--- config.mk ---
export PLATFORM = sky130hd
export DESIGN_NAME = alu_op_sequencer
export DESIGN_NICKNAME = d
export VERILOG_FILES = /design/src/rtl/alu_op_sequencer_pkg.sv /design/src/rtl/alu_op_sequencer.sv
export SDC_FILE = /design/constraint.sdc
export NUM_CORES = 1
export LEC_CHECK = 0
export ABC_AREA = 1
export CAP_MARGIN = 5
export CORE_MARGIN = 8
export CORE_UTILIZATION = 48
export DETAILED_ROUTE_END_ITERATION = 8
export MAX_ROUTING_LAYER = met4
export PLACE_DENSITY = 0.88
export SLEW_MARGIN = 20
export SYNTH_ARGS = -nofsm -noshare
export SYNTH_HDL_FRONTEND = slang
export SYNTH_SLANG_ARGS = --single-unit
export TNS_END_PERCENT = 5
--- constraint.sdc ---
create_clock -name clk -period 2 [get_ports clk]
set_clock_uncertainty 0.1 [all_clocks]
set_input_delay 0.3 -clock clk [delete_from_list [all_inputs] [get_ports clk]]
set_output_delay 0.3 -clock clk [all_outputs]
set_load 0.02 [all_outputs]
--- src/rtl/alu_op_sequencer_pkg.sv ---
// Shared select codes and sequencer state encoding for the 4-bit ALU interface.
package alu_op_sequencer_pkg;

  typedef enum logic [2:0] {
    OpAdd = 3'b000,
    OpSub = 3'b001,
    OpAnd = 3'b010,
    OpOr  = 3'b011,
    OpXor = 3'b100,
    OpNot = 3'b101,
    OpShl = 3'b110,
    OpShr = 3'b111
  } alu_op_e;

  typedef enum logic [1:0] {
    StIdle  = 2'b00,
    StIssue = 2'b01,
    StWait  = 2'b10,
    StResp  = 2'b11
  } state_e;

endpackage

--- src/rtl/alu_op_sequencer.sv ---
// Initiator for the combinational 4-bit ALU: accepts a command, drives the ALU, captures
// its outputs into a held response, and maintains an accumulator plus a sticky carry.
module alu_op_sequencer
  import alu_op_sequencer_pkg::*;
#(
  parameter int unsigned WIDTH   = 4,
  parameter int unsigned ALU_LAT = 0,
  parameter int unsigned CNT_W   = 8
) (
  input  logic             clk,
  input  logic             rst_n,
  input  logic             cmd_valid,
  output logic             cmd_ready,
  input  logic [2:0]       cmd_op,
  input  logic             cmd_src,
  input  logic [WIDTH-1:0] cmd_a,
  input  logic [WIDTH-1:0] cmd_b,
  input  logic             cmd_wb,
  input  logic             acc_clr,
  output logic [WIDTH-1:0] alu_a,
  output logic [WIDTH-1:0] alu_b,
  output logic [2:0]       alu_s,
  input  logic [WIDTH-1:0] alu_y,
  input  logic             alu_carry,
  input  logic             alu_zero,
  output logic             rsp_valid,
  input  logic             rsp_ready,
  output logic [WIDTH-1:0] rsp_y,
  output logic             rsp_carry,
  output logic             rsp_zero,
  output logic [WIDTH-1:0] acc,
  output logic             sticky_c,
  output logic [CNT_W-1:0] op_count
);

  localparam int unsigned LatW = (ALU_LAT > 1) ? $clog2(ALU_LAT) : 1;
  localparam logic [LatW-1:0] LatLast = LatW'((ALU_LAT == 0) ? 0 : ALU_LAT - 1);

  state_e           state_q, state_d;
  logic [LatW-1:0]  wait_q;
  alu_op_e          op_q;
  logic [WIDTH-1:0] a_q, b_q;
  logic             wb_q;
  logic             accept, capture, issuing;

  assign accept  = cmd_valid & cmd_ready;
  assign issuing = (state_q == StIssue) || (state_q == StWait);
  assign capture = (ALU_LAT == 0) ? (state_q == StIssue)
                                  : ((state_q == StWait) && (wait_q == '0));

  always_ff @(posedge clk or negedge rst_n) begin
    if (!rst_n) state_q <= StIdle;
    else        state_q <= state_d;
  end

  always_comb begin
    state_d = state_q;
    unique case (state_q)
      StIdle:  if (accept) state_d = StIssue;
      StIssue: state_d = (ALU_LAT == 0) ? StResp : StWait;
      StWait:  if (wait_q == '0) state_d = StResp;
      StResp:  if (rsp_ready) state_d = StIdle;
      default: state_d = StIdle;
    endcase
  end

  always_comb begin
    // Held low during reset even though the state register already reads StIdle.
    cmd_ready = rst_n && (state_q == StIdle);
    rsp_valid = (state_q == StResp);
    alu_a     = issuing ? a_q : '0;
    alu_b     = issuing ? b_q : '0;
    alu_s     = issuing ? op_q : 3'b000;
  end

  always_ff @(posedge clk or negedge rst_n) begin
    if (!rst_n) begin
      wait_q <= '0;
    end else if (state_q == StIssue) begin
      wait_q <= LatLast;
    end else if ((state_q == StWait) && (wait_q != '0)) begin
      wait_q <= wait_q - 1'b1;
    end
  end

  // Operand a is resolved from the accumulator as it stands at the accept edge.
  always_ff @(posedge clk or negedge rst_n) begin
    if (!rst_n) begin
      op_q <= OpAdd;
      a_q  <= '0;
      b_q  <= '0;
      wb_q <= 1'b0;
    end else if (accept) begin
      op_q <= alu_op_e'(cmd_op);
      a_q  <= cmd_src ? cmd_a : acc;
      b_q  <= cmd_b;
      wb_q <= cmd_wb;
    end
  end

  always_ff @(posedge clk or negedge rst_n) begin
    if (!rst_n) begin
      rsp_y     <= '0;
      rsp_carry <= 1'b0;
      rsp_zero  <= 1'b0;
      op_count  <= '0;
    end else if (capture) begin
      rsp_y     <= alu_y;
      rsp_carry <= alu_carry;
      rsp_zero  <= alu_zero;
      op_count  <= op_count + 1'b1;
    end
  end

  // acc_clr takes priority over a coincident writeback or carry capture.
  always_ff @(posedge clk or negedge rst_n) begin
    if (!rst_n) begin
      acc      <= '0;
      sticky_c <= 1'b0;
    end else if (acc_clr) begin
      acc      <= '0;
      sticky_c <= 1'b0;
    end else if (capture) begin
      if (wb_q) acc <= alu_y;
      sticky_c <= sticky_c | alu_carry;
    end
  end

endmodule

==> Yosys cells after proc, flatten, opt, wreduce, memory -nomap -nowiden <==
Index checks and enable logic that the tools add are counted.
{ "word_totals": {"regBits": 34, "inputBits": 24, "word_cells": 46} }
{ "op_classes": {"addsub": 2, "n_eq_ne": 6, "n_mux": 15, "bitwise": 2, "n_reduce_logical": 9} }
{ "ops": {"columns": ["op", "count"], "rows": [
  ["4-bit two-way mux", 6],
  ["8-bit by 1-bit adder with 8-bit output (second input constant)", 1],
  ["2-bit one-hot mux with 4 select lines", 1],
  ["2-bit two-way mux", 3],
  ["2-bit nonzero test", 3],
  ["2-bit equality test (second input constant)", 2],
  ["1-bit two-way mux", 4],
  ["2-bit inequality test (second input constant)", 2],
  ["3-bit two-way mux", 1],
  ["3-bit AND reduction", 1],
  ["2-bit by 1-bit equality test with 1-bit output (second input constant)", 1],
  ["1-bit logical AND", 2],
  ["2-bit zero test", 1],
  ["2-bit by 1-bit inequality test with 1-bit output (second input constant)", 1],
  ["2-bit AND reduction", 1],
  ["1-bit bitwise AND", 1],
  ["1-bit logical OR", 1],
  ["1-bit OR", 1],
  ["1-bit subtractor (second input constant)", 1]
]} }

==> Longest topological paths before layout <==
Gate-level depths: netlist of run 1.
{ "logic_depth": {"ltp_word": 5, "depth_mapped": 9, "ltp_nobuf": 9} }

==> Worst setup path after synthesis of run 1 <==
No wires, ideal clock.
{ "synth_timing": {"kind": "register -> output", "from": "reg state_q[0]", "to": "out alu_a[1]", "arrival_time_ns": 1.098, "required_time_ns": 1.600, "setup_slack_ns": 0.502, "path_stages_with_launch": 6, "path_cell_list": "dfrtp_1 > inv_1 > ha_1 > buf_2 > nand2_1 > inv_1"} }
{ "synth_via": {"elab_chain_len": 3, "elab_cells_between_ends": 4, "cone_classes": "eq/ne (2); mux (1); reduce/logical (1)"} }
{ "synth_lines": {"columns": ["item", "line_no", "source"], "rows": [
  ["start: declaration", "alu_op_sequencer.sv:39", "state_e state_q, state_d;"],
  ["start signal: assignment", "alu_op_sequencer.sv:52", "if (!rst_n) state_q <= StIdle;"],
  ["start signal: assignment", "alu_op_sequencer.sv:53", "else state_q <= state_d;"],
  ["2-bit by 1-bit equality test with 1-bit output / 2-bit equality test (equally long branches)", "alu_op_sequencer.sv:47", "assign issuing = (state_q == StIssue) || (state_q == StWait);"],
  ["1-bit logical OR (*)", "alu_op_sequencer.sv:47", null],
  ["4-bit two-way mux (*)", "alu_op_sequencer.sv:71", "alu_a = issuing ? a_q : '0;"],
  ["end: declaration", "alu_op_sequencer.sv:20", "output logic [WIDTH-1:0] alu_a,"]
]} }
Every way passes the cells marked *; elsewhere a longest branch is shown, timed or not.

==> Worst setup path in the final report of run 1 <==
{ "layout_timing": {"from": "reg state_q[0]", "to": "out cmd_ready"} }
{ "layout_via": {"elab_chain_len": 2} }
{ "layout_lines": {"columns": ["item", "line_no", "source"], "rows": [
  ["2-bit zero test", "alu_op_sequencer.sv:69", "cmd_ready = rst_n && (state_q == StIdle);"],
  ["1-bit logical AND", "alu_op_sequencer.sv:69", null],
  ["end: declaration", "alu_op_sequencer.sv:13", "output logic cmd_ready,"]
]} }
No other way between the ends.

==> flow_summary_export.csv, run 1 <==
group,metric,value,unit
clock_network,cts_htree_levels,2,
yosys,yosysSeqAreaShare,54.0,%
routing,vias_per_cell,4.55,
sta,slew_violations,0,
sta,timing.final.crit_share,91.9,%
pwr,p_switching,1.42,mW
pwr,peakVddDrop,0.000858,V
clock_network,clk_pin_slew_worst_paths,90,ps
die,num_io_pins,56,
die,fp-row-count,21,
global_routing,grt_max_degree,35,
place,dp_hpwl,2840,um
yosys,synth_fa_ha_area_share,3.97,%
finish,area_growth_syn_to_layout,41.3,%
global_routing,grt_pass1_vias,1404,
yosys,synth_edf_count,0,
worst_setup_path,crit_path_max_fanout,2,
die,die_w,73.3,um
finish,stdcell_area,0.00223,mm2
worst_setup_path,cp-end-kind,"output port",
worst_setup_path,cp.arrival,1440,ps
yosys,yosysTopAreaCellShare,54.0,%
die,start_util,48.8,%
place,dp_slack,-87.3,ps
clock_network,cts.sinks,34,
worst_setup_path,cp.required,1600,ps
global_routing,track_usage,15.8,%
yosys,synth_area_per_cell,8.17,um2
worst_setup_path,startpoint_type,"flop",
die,chipHeight,73.3,um
sta,max_freq,0.544,GHz
yosys,synth_fp_nets,222,
clock_network,cts_buffer_depth,2,
sta,whs,382,ps
pwr,p_seq_share,34.0,%
sta,min_period,1840,ps
yosys,synth-main-ff-cell,"dfrtp_1",
yosys,synth_top_area_cell,"dfrtp_1",
yosys,synthTopCellsByCount,"88 x nand2_1, 34 x dfrtp_1, 27 x inv_1",
sta,setup_ws,163,ps
sta,hold_viol,0,
routing,vias,1375,
yosys,synth_cell_type_count,19,
global_routing,grt_first_pass_wirelength,6410,um
yosys,synth.mux.area_fraction,0,%
yosys,yosysWarnings,0,
sta,setup_violations,0,
yosys,synth_top_family_by_area,"simple AND/OR/NAND/NOR gates",
routing,wl_per_cell,12.4,um
finish,finalNetCount,285,
min_path,hold_class,"flop to flop",
pwr,p_int,1.97,mW
finish,fill_cells,254,
clock_network,cts_tree,"done",
die,fp.dieArea,0.00537,mm2
routing,drcViolationCount,0,
yosys,synth_seq_cells,34,
pwr,power_frac_comb,51.1,%
clock_network,clk_latency,330,ps
finish,drive_above_1_share,10.9,%
place,finalWeightedCongestion,0.767,
yosys,synth_area,0.00158,mm2
pwr,p_sw_share,41.9,%
global_routing,antenna_found_initial,0,
worst_setup_path,crit_type,"flop to output port",
sta,rsz0062_at_grt,"false",
place,io_buffers,55,
yosys,synthXorXnorAreaFrac,3.33,%
routing,drt_iter0_drc,61,
finish,diodes,0,
yosys,netlist_instances,193,
global_routing,grt-ovfl-total,0,
sta,tightest_slew,412,ps
clock_network,cts-root-buf,"clkbuf_4",
yosys,async_reset_ff_share,100,%
yosys,yosys-top-cells-area,"dfrtp_1 54%, nand2_1 21%, inv_1 6.4%, ha_1 4.0%, nand3_1 2.9%",
yosys,yosysMostFrequentCell,"nand2_1",
sta,max-slew-margin-rel,72.5,%
finish,final_util,68.9,%
job,maxCapViolCount,0,
yosys,synth_compound_area_share,3.65,%
place,placed_area,0.00218,mm2
routing,totalWireLength,3760,um
die,coreArea,0.00323,mm2
clock_network,cts_buffers,5,
pwr,powerDensity,1520,mW/mm2
routing,dr.pass1.iters,4,
pwr,cellLeakagePower,1.23,nW
routing,antenna_left,0,
yosys,synth-simple-area-share,26.3,%
outcome,status,"complete, no violations",
pwr,clkPwrFrac,14.9,%
## metrics by stage
stage	total power [mW]	instances	setup TNS (ps)
global placement	2.94	294	-206
detailed placement	2.99	294	-755
CTS	3.45	302	0
floorplan	2.17	193	0
finish	3.38	302	0
global route	3.67	302	0
## power by group through the flow
stage	logic [mW]	registers, mW	clock network, mW
floorplan	0.868	1.31	0
global placement	1.79	1.15	0
detailed placement	1.83	1.16	0
CTS	1.78	1.15	0.520
global route	1.93	1.19	0.549
finish	1.73	1.15	0.505
## state kept, by name, indices dropped and copies added (netlist names)
register and flops:
wb_q 1, rsp_carry 1, wait_q 1, rsp_y 4, op_count 8, sticky_c 1
op_q 3, acc 4, state_q 2, a_q 4, rsp_zero 1, b_q 4
## metal layers
layer	vias up	global-route usage [%]	part of all wire [%]
met2	40	24.2	47
met1	627	18.6	46
met4	0	7.10	1.5
met5	-	-	0
li1	701	-	-
met3	7	5.05	5.8
## area by class of cell
class / count / area [um2] / share of cell area, %
clock buffers: 6 / 51.3 / 2.30
repair buffers: 60 / 528 / 23.7
flip-flops and latches: 34 / 851 / 38.2
multi-input cells: 126 / 601 / 27.0
well taps: 46 / 57.6 / 2.58
clock inverters: 1 / 30.0 / 1.35
inverters: 29 / 109 / 4.89
## worst paths after layout
path | startpoint | end | slack (ps) | depth (start not counted)
setup / recovery | state_q[0] | cmd_ready | 160 | 5
hold / removal | rsp_zero | rsp_zero | 380 | 2
setup reg to reg | state_q[1] | op_count[5] | 380 | 6
hold reg to reg | rsp_zero | rsp_zero | 380 | 2
max in group asynchronous | rst_n | b_q[1] | 1040 | 3
min in group asynchronous | rst_n | op_count[6] | 460 | 3
## worst max-delay path, stage by stage, from the launching register on
cell and delay [ps]:
dfrtp_1 390, inv_1 120, ha_4 150, nand2_1 60, inv_2 60, dlygate4sd2_1 330
## placed cells by master (no fill, tap or decap)
master	count
a21oi_1	1
buf_2	1
buf_4	4
bufinv_16	1
clkbuf_2	11
clkbuf_4	5
clkbuf_8	1
clkdlybuf4s50_1	41
dfrtp_1	34
dlygate4sd2_1	2
dlygate4sd3_1	1
ha_1	4
ha_4	1
inv_1	27
inv_2	2
nand2_1	88
nand2_2	1
nand3_1	9
nand4_1	2
nor2_1	2
nor2_2	1
nor3b_1	1
o21a_1	1
o21ai_0	9
xnor2_1	2
xor2_1	4
## cell families (layout without fill, tap and decap cells)
| kind of cell | count (synthesis) | in the layout |
|---|---|---|
| buffers and inverters | 33 | 96 |
| xor gates and xnor gates | 6 | 6 |
| adders and majority gates | 5 | 5 |
| AOI/OAI and AO/OA | 11 | 11 |
| DFF | 34 | 34 |
| and+or+nand+nor | 104 | 104 |
## timing repair
item,CTS,global route
gates resized for setup,15,22
endpoints found under the hold margin,34,0
endpoints found under the setup margin,13,11
hold buffers,1,0
setup buffers,0,0
(Power assumes the default switching activity.)
==> run 2, diff against run 1 <==
Settings changed: CORE_MARGIN 8 to 1, CTS_CLUSTER_SIZE from default to 24.
==> run 2 against run 1 <==
Effect of this change: sequential share of layout area increased by 0.59 points; final cell count decreased by 0.66%; global-route usage increased by 7.1 points; total power decreased by 5.2%; critical path depth unchanged; first-iteration DRC count decreased by 39%; clock power decreased by 33%; setup slack got worse by 93 ps; worst hold slack got worse by 5.1 ps; wire length decreased by 10%.
==> flow_summary_export.csv, run 2 (synthesis results as in run 1) <==
group,metric,value,unit
outcome,status,"complete, no violations",
place,finalWeightedCongestion,0.763,
finish,multiInputGateArea,601,um2
worst_setup_path,cp.buffers_inverters,3,
clock_network,clk_pin_slew_worst_paths,90,ps
place,post-place-cells,292,
routing,vias,1432,
finish,finalNetCount,285,
clock_network,cts_buffers,5,
finish,fill_cells,261,
sta,hold_viol,0,
finish,final_cell_mix,"88 x nand2_1, 41 x clkdlybuf4s50_1, 34 x dfrtp_1",
die,chipHeight,59.3,um
place,placed_area,0.00218,mm2
worst_setup_path,crit_top_cell,"inv_1",
die,start_util,51.2,%
routing,wl_per_cell,11.3,um
routing,totalWireLength,3380,um
sta,whs,377,ps
place,dp_hpwl,2490,um
sta,slew_violations,0,
global_routing,antenna_found_initial,0,
finish,diodes,0,
die,die_w,59.3,um
worst_setup_path,critPathSlowestCell,"dfrtp_1",
die,fp-row-count,20,
routing,drt_iter0_drc,37,
finish,top_register,"op_count",
finish,area_growth_syn_to_layout,39.1,%
routing,vias_per_cell,4.77,
global_routing,track_usage,22.9,%
finish,largest_register_ff_count,8,
clock_network,cts.sinks,34,
worst_setup_path,cp.required,1600,ps
sta,timing.final.crit_share,96.5,%
worst_setup_path,cp.arrival,1530,ps
pwr,cellLeakagePower,1.21,nW
die,fp.dieArea,0.00352,mm2
clock_network,cts-root-buf,"clkbuf_4",
sta,min_period,1930,ps
finish,fin_cells,300,
pwr,peakVddDrop,0.000855,V
global_routing,grt_first_pass_wirelength,5730,um
die,num_io_pins,56,
clock_network,clk_latency,330,ps
finish,layout_commonest_cell,"nand2_1",
finish,seqCellArea,851,um2
global_routing,grt_pass1_vias,1357,
sta,setup_violations,0,
worst_setup_path,startpoint_type,"flop",
global_routing,grt-ovfl-total,0,
clock_network,cts_htree_levels,2,
min_path,hold_class,"flop to flop",
place,io_buffers,55,
routing,drcViolationCount,0,
pwr,powerDensity,1460,mW/mm2
job,maxCapViolCount,0,
die,coreArea,0.00308,mm2
sta,rsz0062_at_grt,"true",
worst_setup_path,crit_type,"flop to output port",
sta,max_freq,0.518,GHz
worst_setup_path,crit_path_max_fanout,12,
worst_setup_path,path_delay_family,"buffers and inverters",
clock_network,cts_buffer_depth,2,
finish,drive_above_1_share,9.77,%
sta,tightest_slew,421,ps
routing,antenna_left,0,
sta,max-slew-margin-rel,71.9,%
clock_network,cts_setup_buffers,0,
worst_setup_path,crit_chain,"inv_1 > ha_4 > nand2_1 > inv_1 > clkdlybuf4s15_1",
sta,setup_ws,69.6,ps
finish,stdcell_area,0.00219,mm2
place,dp_slack,-75.0,ps
worst_setup_path,crit_path_max_incr_delay,360,ps
routing,dr.pass1.iters,5,
global_routing,grt_max_degree,35,
clock_network,cts_tree,"done",
worst_setup_path,cp-end-kind,"output port",
[run 2: worst register-to-register path, cell delays in order, from the launching register on]
cell     delay (ps)
dfrtp_1         390
buf_4           150
ha_1            270
buf_4           200
inv_1           190
o21ai_0         130
[run 2: cell type report]
type                       count  share of cell area (%)
clock buffer                   7                    2.05
inverter                      29                    4.96
sequential                    34                    38.8
timing repair buffer          60                    24.3
tap                           44                    2.51
multi-input combinational    126                    27.4
[run 2: repair_timing]
item                                    4_1_cts  5_1_grt
endpoints found under the hold margin        34        0
endpoints found under the setup margin       13       11
hold buffers                                  1        0
resized for setup                            15       21
[run 2: stage by stage]
stage / util (%) / setup TNS [ps] / total power [mW]
5_1_grt: 71.3 / -42.2 / 3.46
4_1_cts: 72.4 / 0 / 3.24
3_3_place_gp: 70.8 / -316 / 2.92
2_1_floorplan: - / 0 / 2.17
3_5_place_dp: 70.8 / -513 / 2.96
6_report: 71.3 / 0 / 3.21
[run 2: path summary, 6_finish.rpt]
check | from | to | slack [ps] | depth (start not counted)
setup reg to reg | state_q[0] | rsp_y[3] | 450 | 5
min in group asynchronous | rst_n | op_count[6] | 470 | 3
hold / removal | rsp_y[0] | rsp_y[0] | 380 | 2
max in group asynchronous | rst_n | sticky_c | 1030 | 3
hold reg to reg | rsp_y[0] | rsp_y[0] | 380 | 2
setup / recovery | state_q[0] | alu_b[3] | 70 | 5
[run 2: routing by layer]
| metal | up-vias | wire [um] | global-route usage [%] | share of wire [%] |
|---|---|---|---|---|
| met2 | 40 | 1670 | 37.2 | 49 |
| met3 | 7 | 204 | 7.86 | 6.0 |
| met5 | - | 0 | - | 0 |
| met4 | 0 | 40 | 7.48 | 1.2 |
| li1 | 706 | - | - | - |
| met1 | 679 | 1470 | 26.6 | 43 |
[run 2: power breakdown]
part	switching, mW	internal, mW	total [mW]
clock	0.204	0.132	0.336
combinational	1.01	0.717	1.72
sequential	0.183	0.964	1.15
total	1.39	1.81	3.21
